<file path="config.mk">
export PLATFORM = sky130hd
export DESIGN_NAME = rv32_decode_stage
export DESIGN_NICKNAME = d
export VERILOG_FILES = /design/src/rtl/rv32_decode_stage_pkg.sv /design/src/rtl/rv32_decoder_comb.sv /design/src/rtl/rv32_decode_stage.sv
export SDC_FILE = /design/constraint.sdc
export NUM_CORES = 1
export LEC_CHECK = 0
export ABC_AREA = 1
export BUFFER_PORTS_ARGS = -buffer_cell sky130_fd_sc_hd__buf_2
export CAP_MARGIN = 20
export CORE_MARGIN = 2
export CORE_UTILIZATION = 31
export CTS_CLUSTER_SIZE = 30
export DETAILED_ROUTE_END_ITERATION = 10
export GPL_TIMING_DRIVEN = 0
export REMOVE_ABC_BUFFERS = 1
export SKIP_LAST_GASP = 1
export SLEW_MARGIN = 20
export SYNTH_ARGS = -nofsm -noshare
export SYNTH_HDL_FRONTEND = slang
export SYNTH_SLANG_ARGS = --single-unit
</file>
<file path="constraint.sdc">
create_clock -name clk_i -period 3.9 [get_ports clk_i]
set_clock_uncertainty 0.05 [all_clocks]
set_input_delay 0 -clock clk_i [delete_from_list [all_inputs] [get_ports clk_i]]
set_output_delay 0 -clock clk_i [all_outputs]
set_load 0.05 [all_outputs]
</file>
<file path="src/rtl/rv32_decode_stage_pkg.sv">
// Shared RV32 decode types: execution-unit operation encoding, unit select,
// opcode constants and the decoded bundle handed from decode to issue.
package rv32_decode_stage_pkg;

    localparam int DEC_XLEN = 32;

    localparam logic [6:0] OPC_LUI    = 7'b0110111;
    localparam logic [6:0] OPC_AUIPC  = 7'b0010111;
    localparam logic [6:0] OPC_JAL    = 7'b1101111;
    localparam logic [6:0] OPC_JALR   = 7'b1100111;
    localparam logic [6:0] OPC_BRANCH = 7'b1100011;
    localparam logic [6:0] OPC_LOAD   = 7'b0000011;
    localparam logic [6:0] OPC_STORE  = 7'b0100011;
    localparam logic [6:0] OPC_OPIMM  = 7'b0010011;
    localparam logic [6:0] OPC_OP     = 7'b0110011;

    typedef enum logic [2:0] {
        UNIT_ALU = 3'd0, UNIT_BMU, UNIT_MUL, UNIT_DIV, UNIT_MEM, UNIT_NONE
    } exu_unit_t;

    // Each per-unit code uses 0 as "no operation" so unused fields read as 0
    typedef enum logic [4:0] {
        ALU_NOP = 5'd0, ALU_ADD, ALU_SUB, ALU_SLL, ALU_SLT, ALU_SLTU, ALU_XOR,
        ALU_SRL, ALU_SRA, ALU_OR, ALU_AND, ALU_ADDI, ALU_SLTI, ALU_SLTIU,
        ALU_XORI, ALU_ORI, ALU_ANDI, ALU_SLLI, ALU_SRLI, ALU_SRAI, ALU_LUI,
        ALU_AUIPC, ALU_JAL, ALU_JALR, ALU_BEQ, ALU_BNE, ALU_BLT, ALU_BGE,
        ALU_BLTU, ALU_BGEU
    } alu_op_t;

    typedef enum logic [4:0] {
        BMU_NOP = 5'd0, BMU_SH1ADD, BMU_SH2ADD, BMU_SH3ADD, BMU_ANDN, BMU_ORN,
        BMU_XNOR, BMU_CLZ, BMU_CTZ, BMU_CPOP, BMU_SEXTB, BMU_SEXTH, BMU_ZEXTH,
        BMU_MIN, BMU_MINU, BMU_MAX, BMU_MAXU, BMU_ROL, BMU_ROR, BMU_RORI,
        BMU_ORCB, BMU_REV8, BMU_BCLR, BMU_BCLRI, BMU_BEXT, BMU_BEXTI,
        BMU_BINV, BMU_BINVI, BMU_BSET, BMU_BSETI
    } bmu_op_t;

    typedef enum logic [2:0] {
        MUL_NOP = 3'd0, MUL_MUL, MUL_MULH, MUL_MULHSU, MUL_MULHU
    } mul_op_t;

    typedef enum logic [2:0] {
        DIV_NOP = 3'd0, DIV_DIV, DIV_DIVU, DIV_REM, DIV_REMU
    } div_op_t;

    typedef enum logic [3:0] {
        MEM_NOP = 4'd0, MEM_LB, MEM_LH, MEM_LW, MEM_LBU, MEM_LHU,
        MEM_SB, MEM_SH, MEM_SW
    } mem_op_t;

    // Operand format: selects which register fields and immediate are live
    typedef enum logic [3:0] {
        FMT_NONE = 4'd0, FMT_R, FMT_I, FMT_SH, FMT_UN, FMT_S, FMT_B, FMT_U, FMT_J
    } fmt_t;

    typedef struct packed {
        alu_op_t alu;
        bmu_op_t bmu;
        mul_op_t mul;
        div_op_t div;
        mem_op_t mem;
    } exu_operation_t;

    typedef struct packed {
        exu_operation_t      op;
        exu_unit_t           unit;
        logic [4:0]          rd;
        logic [4:0]          rs1;
        logic [4:0]          rs2;
        logic [DEC_XLEN-1:0] imm;
        logic [DEC_XLEN-1:0] pc;
        logic                illegal;
    } decoded_bundle_t;

endpackage

</file>
<file path="src/rtl/rv32_decoder_comb.sv">
// Combinational RV32IM + Zba/Zbb/Zbs decoder: raw instruction word to bundle.
// Anything without a recognised operation comes out as UNIT_NONE / illegal.
module rv32_decoder_comb
    import rv32_decode_stage_pkg::*;
(
    input  logic [31:0]         instr,
    input  logic [DEC_XLEN-1:0] pc,
    output decoded_bundle_t     dec
);

    logic [6:0]  opcode_s, f7_s;
    logic [2:0]  f3_s;
    logic [4:0]  rs2f_s;
    logic [31:0] imm_i_s, imm_s_s, imm_b_s, imm_u_s, imm_j_s, shamt_s;
    alu_op_t     alu_s;
    bmu_op_t     bmu_s;
    mul_op_t     mul_s;
    div_op_t     div_s;
    mem_op_t     mem_s;
    fmt_t        fmt_s;
    exu_unit_t   unit_s;

    assign opcode_s = instr[6:0];
    assign f3_s     = instr[14:12];
    assign f7_s     = instr[31:25];
    assign rs2f_s   = instr[24:20];
    assign imm_i_s  = {{20{instr[31]}}, instr[31:20]};
    assign imm_s_s  = {{20{instr[31]}}, instr[31:25], instr[11:7]};
    assign imm_b_s  = {{19{instr[31]}}, instr[31], instr[7], instr[30:25], instr[11:8], 1'b0};
    assign imm_u_s  = {instr[31:12], 12'd0};
    assign imm_j_s  = {{11{instr[31]}}, instr[31], instr[19:12], instr[20], instr[30:21], 1'b0};
    assign shamt_s  = {27'd0, instr[24:20]};

    // Opcode/funct decode into per-unit operation codes and an operand format
    always_comb begin
        alu_s = ALU_NOP;
        bmu_s = BMU_NOP;
        mul_s = MUL_NOP;
        div_s = DIV_NOP;
        mem_s = MEM_NOP;
        fmt_s = FMT_NONE;
        case (opcode_s)
            OPC_LUI:   begin alu_s = ALU_LUI;   fmt_s = FMT_U; end
            OPC_AUIPC: begin alu_s = ALU_AUIPC; fmt_s = FMT_U; end
            OPC_JAL:   begin alu_s = ALU_JAL;   fmt_s = FMT_J; end
            OPC_JALR: begin
                fmt_s = FMT_I;
                if (f3_s == 3'b000) alu_s = ALU_JALR;
                else                alu_s = ALU_NOP;
            end
            OPC_BRANCH: begin
                fmt_s = FMT_B;
                case (f3_s)
                    3'b000:  alu_s = ALU_BEQ;
                    3'b001:  alu_s = ALU_BNE;
                    3'b100:  alu_s = ALU_BLT;
                    3'b101:  alu_s = ALU_BGE;
                    3'b110:  alu_s = ALU_BLTU;
                    3'b111:  alu_s = ALU_BGEU;
                    default: alu_s = ALU_NOP;
                endcase
            end
            OPC_LOAD: begin
                fmt_s = FMT_I;
                case (f3_s)
                    3'b000:  mem_s = MEM_LB;
                    3'b001:  mem_s = MEM_LH;
                    3'b010:  mem_s = MEM_LW;
                    3'b100:  mem_s = MEM_LBU;
                    3'b101:  mem_s = MEM_LHU;
                    default: mem_s = MEM_NOP;
                endcase
            end
            OPC_STORE: begin
                fmt_s = FMT_S;
                case (f3_s)
                    3'b000:  mem_s = MEM_SB;
                    3'b001:  mem_s = MEM_SH;
                    3'b010:  mem_s = MEM_SW;
                    default: mem_s = MEM_NOP;
                endcase
            end
            OPC_OPIMM: begin
                fmt_s = FMT_I;
                case (f3_s)
                    3'b000: alu_s = ALU_ADDI;
                    3'b010: alu_s = ALU_SLTI;
                    3'b011: alu_s = ALU_SLTIU;
                    3'b100: alu_s = ALU_XORI;
                    3'b110: alu_s = ALU_ORI;
                    3'b111: alu_s = ALU_ANDI;
                    // Exact funct7 match also rejects shamt[5]=1 on RV32
                    3'b001: begin
                        fmt_s = FMT_SH;
                        case (f7_s)
                            7'b0000000: alu_s = ALU_SLLI;
                            7'b0010100: bmu_s = BMU_BSETI;
                            7'b0100100: bmu_s = BMU_BCLRI;
                            7'b0110100: bmu_s = BMU_BINVI;
                            7'b0110000: begin
                                fmt_s = FMT_UN;
                                case (rs2f_s)
                                    5'b00000: bmu_s = BMU_CLZ;
                                    5'b00001: bmu_s = BMU_CTZ;
                                    5'b00010: bmu_s = BMU_CPOP;
                                    5'b00100: bmu_s = BMU_SEXTB;
                                    5'b00101: bmu_s = BMU_SEXTH;
                                    default:  bmu_s = BMU_NOP;
                                endcase
                            end
                            default: alu_s = ALU_NOP;
                        endcase
                    end
                    3'b101: begin
                        fmt_s = FMT_SH;
                        case (f7_s)
                            7'b0000000: alu_s = ALU_SRLI;
                            7'b0100000: alu_s = ALU_SRAI;
                            7'b0110000: bmu_s = BMU_RORI;
                            7'b0100100: bmu_s = BMU_BEXTI;
                            7'b0010100: begin
                                fmt_s = FMT_UN;
                                if (rs2f_s == 5'b00111) bmu_s = BMU_ORCB;
                                else                    bmu_s = BMU_NOP;
                            end
                            7'b0110100: begin
                                fmt_s = FMT_UN;
                                if (rs2f_s == 5'b11000) bmu_s = BMU_REV8;
                                else                    bmu_s = BMU_NOP;
                            end
                            default: alu_s = ALU_NOP;
                        endcase
                    end
                    default: alu_s = ALU_NOP;
                endcase
            end
            OPC_OP: begin
                fmt_s = FMT_R;
                case (f7_s)
                    7'b0000000: begin
                        case (f3_s)
                            3'b000:  alu_s = ALU_ADD;
                            3'b001:  alu_s = ALU_SLL;
                            3'b010:  alu_s = ALU_SLT;
                            3'b011:  alu_s = ALU_SLTU;
                            3'b100:  alu_s = ALU_XOR;
                            3'b101:  alu_s = ALU_SRL;
                            3'b110:  alu_s = ALU_OR;
                            default: alu_s = ALU_AND;
                        endcase
                    end
                    7'b0100000: begin
                        case (f3_s)
                            3'b000:  alu_s = ALU_SUB;
                            3'b101:  alu_s = ALU_SRA;
                            3'b111:  bmu_s = BMU_ANDN;
                            3'b110:  bmu_s = BMU_ORN;
                            3'b100:  bmu_s = BMU_XNOR;
                            default: alu_s = ALU_NOP;
                        endcase
                    end
                    7'b0000001: begin
                        case (f3_s)
                            3'b000:  mul_s = MUL_MUL;
                            3'b001:  mul_s = MUL_MULH;
                            3'b010:  mul_s = MUL_MULHSU;
                            3'b011:  mul_s = MUL_MULHU;
                            3'b100:  div_s = DIV_DIV;
                            3'b101:  div_s = DIV_DIVU;
                            3'b110:  div_s = DIV_REM;
                            default: div_s = DIV_REMU;
                        endcase
                    end
                    7'b0010000: begin
                        case (f3_s)
                            3'b010:  bmu_s = BMU_SH1ADD;
                            3'b100:  bmu_s = BMU_SH2ADD;
                            3'b110:  bmu_s = BMU_SH3ADD;
                            default: bmu_s = BMU_NOP;
                        endcase
                    end
                    7'b0000101: begin
                        case (f3_s)
                            3'b100:  bmu_s = BMU_MIN;
                            3'b101:  bmu_s = BMU_MINU;
                            3'b110:  bmu_s = BMU_MAX;
                            3'b111:  bmu_s = BMU_MAXU;
                            default: bmu_s = BMU_NOP;
                        endcase
                    end
                    7'b0110000: begin
                        case (f3_s)
                            3'b001:  bmu_s = BMU_ROL;
                            3'b101:  bmu_s = BMU_ROR;
                            default: bmu_s = BMU_NOP;
                        endcase
                    end
                    7'b0100100: begin
                        case (f3_s)
                            3'b001:  bmu_s = BMU_BCLR;
                            3'b101:  bmu_s = BMU_BEXT;
                            default: bmu_s = BMU_NOP;
                        endcase
                    end
                    7'b0110100: begin
                        if (f3_s == 3'b001) bmu_s = BMU_BINV;
                        else                bmu_s = BMU_NOP;
                    end
                    7'b0010100: begin
                        if (f3_s == 3'b001) bmu_s = BMU_BSET;
                        else                bmu_s = BMU_NOP;
                    end
                    7'b0000100: begin
                        if (f3_s == 3'b100 && rs2f_s == 5'd0) bmu_s = BMU_ZEXTH;
                        else                                  bmu_s = BMU_NOP;
                    end
                    default: alu_s = ALU_NOP;
                endcase
            end
            default: fmt_s = FMT_NONE;
        endcase
    end

    // At most one per-unit code is non-zero; that one names the target unit
    always_comb begin
        if (alu_s != ALU_NOP)      unit_s = UNIT_ALU;
        else if (bmu_s != BMU_NOP) unit_s = UNIT_BMU;
        else if (mul_s != MUL_NOP) unit_s = UNIT_MUL;
        else if (div_s != DIV_NOP) unit_s = UNIT_DIV;
        else if (mem_s != MEM_NOP) unit_s = UNIT_MEM;
        else                       unit_s = UNIT_NONE;
    end

    // Bundle assembly: unused register fields and immediates forced to zero
    always_comb begin
        dec         = '0;
        dec.pc      = pc;
        dec.unit    = unit_s;
        dec.illegal = (unit_s == UNIT_NONE);
        if (unit_s != UNIT_NONE) begin
            dec.op = '{alu: alu_s, bmu: bmu_s, mul: mul_s, div: div_s, mem: mem_s};
            case (fmt_s)
                FMT_R:  begin dec.rd = instr[11:7]; dec.rs1 = instr[19:15]; dec.rs2 = rs2f_s; end
                FMT_I:  begin dec.rd = instr[11:7]; dec.rs1 = instr[19:15]; dec.imm = imm_i_s; end
                FMT_SH: begin dec.rd = instr[11:7]; dec.rs1 = instr[19:15]; dec.imm = shamt_s; end
                FMT_UN: begin dec.rd = instr[11:7]; dec.rs1 = instr[19:15]; end
                FMT_S:  begin dec.rs1 = instr[19:15]; dec.rs2 = rs2f_s; dec.imm = imm_s_s; end
                FMT_B:  begin dec.rs1 = instr[19:15]; dec.rs2 = rs2f_s; dec.imm = imm_b_s; end
                FMT_U:  begin dec.rd = instr[11:7]; dec.imm = imm_u_s; end
                FMT_J:  begin dec.rd = instr[11:7]; dec.imm = imm_j_s; end
                default: dec.rd = 5'd0;
            endcase
        end else begin
            dec.op = '0;
        end
    end

endmodule

</file>
<file path="src/rtl/rv32_decode_stage.sv">
// RV32 decode stage: combinational decoder feeding an output register backed
// by one skid entry, so instr_ready_o never depends combinationally on dec_ready_i.
module rv32_decode_stage
    import rv32_decode_stage_pkg::*;
#(
    parameter int XLEN = 32
) (
    input  logic            clk_i,
    input  logic            rst_i,
    input  logic            flush_i,
    input  logic            instr_valid_i,
    output logic            instr_ready_o,
    input  logic [31:0]     instr_i,
    input  logic [XLEN-1:0] pc_i,
    output logic            dec_valid_o,
    input  logic            dec_ready_i,
    output exu_operation_t  op_o,
    output exu_unit_t       unit_o,
    output logic [4:0]      rd_o,
    output logic [4:0]      rs1_o,
    output logic [4:0]      rs2_o,
    output logic [XLEN-1:0] imm_o,
    output logic [XLEN-1:0] pc_o,
    output logic            illegal_o
);

    decoded_bundle_t dec_s, out_r, skid_r, out_nxt_s, skid_nxt_s;
    logic            out_valid_r, skid_valid_r, ready_r;
    logic            out_valid_nxt_s, skid_valid_nxt_s;
    logic            in_hs_s, out_free_s;

    rv32_decoder_comb u_decoder (
        .instr (instr_i),
        .pc    (pc_i),
        .dec   (dec_s)
    );

    assign in_hs_s    = instr_valid_i & ready_r;
    assign out_free_s = ~out_valid_r | dec_ready_i;

    // Next state of output register and skid entry; skid always drains first
    always_comb begin
        out_nxt_s        = out_r;
        skid_nxt_s       = skid_r;
        out_valid_nxt_s  = out_valid_r;
        skid_valid_nxt_s = skid_valid_r;
        if (flush_i) begin
            out_valid_nxt_s  = 1'b0;
            skid_valid_nxt_s = 1'b0;
        end else if (out_free_s) begin
            if (skid_valid_r) begin
                out_nxt_s        = skid_r;
                out_valid_nxt_s  = 1'b1;
                skid_valid_nxt_s = 1'b0;
            end else if (in_hs_s) begin
                out_nxt_s       = dec_s;
                out_valid_nxt_s = 1'b1;
            end else begin
                out_valid_nxt_s = 1'b0;
            end
        end else begin
            if (in_hs_s) begin
                skid_nxt_s       = dec_s;
                skid_valid_nxt_s = 1'b1;
            end else begin
                skid_valid_nxt_s = skid_valid_r;
            end
        end
    end

    // Pipeline state with synchronous reset
    always_ff @(posedge clk_i) begin
        if (rst_i) begin
            out_r        <= '0;
            skid_r       <= '0;
            out_valid_r  <= 1'b0;
            skid_valid_r <= 1'b0;
            ready_r      <= 1'b1;
        end else begin
            out_r        <= out_nxt_s;
            skid_r       <= skid_nxt_s;
            out_valid_r  <= out_valid_nxt_s;
            skid_valid_r <= skid_valid_nxt_s;
            ready_r      <= ~skid_valid_nxt_s;
        end
    end

    assign instr_ready_o = ready_r;
    assign dec_valid_o   = out_valid_r;
    assign op_o          = out_r.op;
    assign unit_o        = out_r.unit;
    assign rd_o          = out_r.rd;
    assign rs1_o         = out_r.rs1;
    assign rs2_o         = out_r.rs2;
    assign imm_o         = out_r.imm;
    assign pc_o          = out_r.pc;
    assign illegal_o     = out_r.illegal;

endmodule

</file>
==> results by stage <==
Route:
- After the first detailed-routing iteration, the DRC count stood at 585.
- The routed layout has 10,500 vias.
- In this run the remaining antenna-violating nets after routing total 0.
- The number of vias per cell after detailed routing is 4.725.
- The number of iterations in the first detailed-routing pass is 5.
- The total routed wirelength is 31.33 mm.
- For this run, design rule violations remaining after detail routing come to 0.
- Dividing the detail-routed wire length by the instance count gives 14.10 um.

Synth:
- The cell count after synthesis came out at 1,587.
- Each instance of the synthesized netlist takes up on average 6.484 um2.
- Ranked by total cell area, the synthesized netlist is headed by dfxtp_1, nand2_1, a21oi_1.
- The cell area that synthesis handed to floorplanning was 0.01029 mm2.
- Of the synthesized area, sequential elements account for 40.66%.
- The top cell type by area accounts for 40.66% of the synthesized area.
- In this run, synthesis inferred 0 flip-flops with an integrated enable.
- The share of async-settable or async-resettable flops after synthesis is 0%.
- The largest area contributor in the synthesized netlist is dfxtp_1.
- The most used flip-flop cell after synthesis is dfxtp_1.
- The count of distinct cell types in the synthesized netlist is 38.
- For this run, the number of Yosys warnings is 0.
- The synthesized design contains 209 register bits.

Timing:
- For the pin with the worst max-slew slack, the measured transition is 0.8761 ns.
- The setup total negative slack is 0 ns.
- The number of endpoints failing setup at the final stage is 0.
- Setup repair after global routing left no endpoint under its margin.
- The part of the cycle the worst path needs is 82.04%.
- The top achievable clock speed is 312.5 MHz.
- The worst pin sits at a relative slew slack of 41.38%.
- The max-slew violation count is 0.
- For the finished layout, the period the worst path requires is 3.200 ns.
- The hold violation count in the final report is 0.

Setup path:
- The launching element type of the critical path is a flop.
- At the worst endpoint, the arrival time is 3.60 ns.
- The slowest cell on the critical path is dfxtp_4.
- STA puts the critical path data required time at 4.30 ns.
- The worst setup path is captured at a flop.
- The buffering stage count on the worst path with inverters included is 6.
- On the worst path, the slowest cell contributes a delay of 0.59 ns.
- The critical path goes through inv_6 -> buf_16 -> nand2_1 -> inv_1 -> nor2_1 -> inv_1 -> nor2_4 -> inv_6 -> buf_16 -> a21oi_1 -> o21ai_0 -> a21oi_1.
- Of all nets on the critical path, the largest fanout is 108.
- The path type of the worst setup path is flop to flop.
- The largest delay contributor family on the critical path is buffers and inverters.

Layout:
- The most common cell after layout, fill and taps aside is nand2_1.
- Summing all non-filler instances in the final layout gives an area of 0.01309 mm2.
- For this run, the post-layout net count is 1,837.
- The area taken by flip-flops and latches is 0.004188 mm2.
- The number of antenna diodes in the final layout is 0.
- In the final layout, the multi-input gates occupy 0.005210 mm2.
- Relative to the synthesized area, the layout overhead comes to 27.19%.
- Of the cells placed in the final design, the portion with a size suffix greater than 1 is 16.01%.
- The layout filler cell count is 3,512.
- The library cells used most frequently in the layout, excluding fill and tap cells, are nand2_1, dfxtp_1, a21oi_1.

Flow run:
- Max-cap violations in this run came to 0.

Place:
- The congestion estimate from routability-driven global placement came to 0.8840.
- The post-place instance area is 0.01161 mm2.
- The count of buffers inserted at the top-level ports is 173.
- Once detailed placement completed, the half-perimeter wirelength came to 21.37 mm.

Clocking:
- The H-tree level count is 1.
- The number of buffers on the longest clock path is 3.
- Counting the buffers created by CTS gives 25.
- After clock tree synthesis, the clock-pin slew on the worst setup and hold paths is 0.06 ns.
- Clock tree synthesis selected as its root buffer the cell clkbuf_16.
- For this design, the sink count on the clock tree is 209.
- The clock reaches the later pin of the worst-skew pair after 0.53 ns.
- TritonCTS built the clock tree.

GRT:
- The wire length of the first global-routing pass is 49.16 mm.
- The number of global-route vias before repair is 9,502.
- Entering global routing, the biggest net connects 109 pins.
- The overall global routing resource usage is 17.39%.
- The initial antenna violation count is 0.
- For this run the aggregate overflow at the end of global routing stands at 0.

Floorplan:
- During I/O placement, the number of pins put on the boundary was 174.
- The initial cell density of the core is 31.55%.
- The area of the die is 0.03467 mm2.
- From left edge to right edge, the die measures 186.2 um.
- In this run the core area contains 66 standard-cell rows.
- The die is 186.2 um tall.
- The area of the placeable core is 0.03262 mm2.

Pwr:
- The static leakage is 0.006480 uW.
- The worst ir drop on vdd is 270.7 uV.
- The cell area power density is 386.0 mW/mm2.

Run status:
- The flow ran to the end, and the final reports show no timing, DRC or antenna violations.

Hold path:
- The class of the most critical hold timing path is input port to flop.
==> synth_stat cells (2+ instances only) <==
cell      instances
clkbuf_1         88
nor2_4            2
nor4_1            3
o31ai_1           2
ha_1              7
nand2_2           4
a21boi_0          5
nor2_2           15
nand3_1          32
o211ai_1          8
a21oi_1         199
nand4_1          16
buf_1             3
nand3b_1          2
nand3_2           5
buf_4             2
a31oi_1          32
nand2_1         459
inv_2            20
buf_2             5
o22ai_1           6
nor3_1            8
nor2_1          170
inv_1           113
dfxtp_1         209
o21ai_1           7
o21ai_0         154
==> logic make-up after synthesis <==
| kind of cell | share of synthesized area (%) |
|---|---|
| buffers and inverters | 8.852 |
| and+or+nand+nor | 28.32 |
| adders and majority gates | 0.8511 |
| DFF | 40.66 |
| AOI/OAI and AO/OA | 21.32 |
==> cell type report <==
cell class / instances / share of cell area [%]
timing repair buffer: 247 / 13.75
clock inverter: 14 / 0.9751
inverter: 134 / 3.958
tap: 442 / 4.226
clock buffer: 32 / 5.287
sequential: 209 / 32.00
multi-input combinational: 1144 / 39.81
==> layer usage <==
layer  global-route usage (%)  part of all wire (%)  vias up
li1                         -                     -     5493
met1                    23.26                    47     4703
met2                    29.12                    45      250
met3                    2.706                   5.7       53
met4                    4.756                   2.3        0
met5                        0                     0        -
==> final timing paths <==
kind | to | slack (ns) | cells past startpoint | start
worst min-delay path | skid_r[85] | 0.03 | 6 | instr_i[4]
worst max register to register | op_o[6] | 0.70 | 12 | skid_valid_r
worst min register to register | imm_o[25] | 0.41 | 2 | imm_o[25]
worst max-delay path | op_o[6] | 0.70 | 12 | skid_valid_r
==> flip-flops by register name, indices dropped and copies added, names as in the netlist <==
register	cells
skid_r	103
pc_o	32
op_o	20
imm_o	32
rd_o	5
unit_o	3
rs2_o	5
instr_ready_o	1
illegal_o	1
skid_valid_r	1
dec_valid_o	1
rs1_o	5
==> what timing repair did <==
action,in CTS,in global routing
setup buffers,0,1
endpoints found under the setup margin,0,1
gates resized for setup,0,0
hold buffers,61,0
hold endpoints to repair,161,0
==> tightest hold or removal path, cell delays in order <==
cell and delay, ns:
buf_2 0.12, nor4_1 0.10, nand2_1 0.07, nand2_1 0.08, o21ai_0 0.15, inv_1 0.04
==> report_power, final <==
group / switching (uW) / total, uW / internal [uW]
Sequential: 19.9 / 2200 / 2180
Combinational: 363 / 538 / 174
Clock: 931 / 2310 / 1380
Total: 1310 / 5050 / 3740
==> stage by stage <==
step | hold slack (ns) | power (uW) | std cells | util (%) | setup WS, ns
2_1_floorplan | 0.01907 | 2545 | 1487 | - | -4.853
3_3_place_gp | 0.1998 | 2719 | 2102 | 34.65 | -11.90
3_5_place_dp | 0.2049 | 2729 | 2113 | 35.59 | 0.3463
4_1_cts | 0.003322 | 5133 | 2220 | 39.98 | 0.3412
5_1_grt | 0.08765 | 5286 | 2222 | 40.12 | 0.3021
6_report | 0.02672 | 5052 | 2222 | 40.12 | 0.7004
Power figures use the tool's default switching activity.
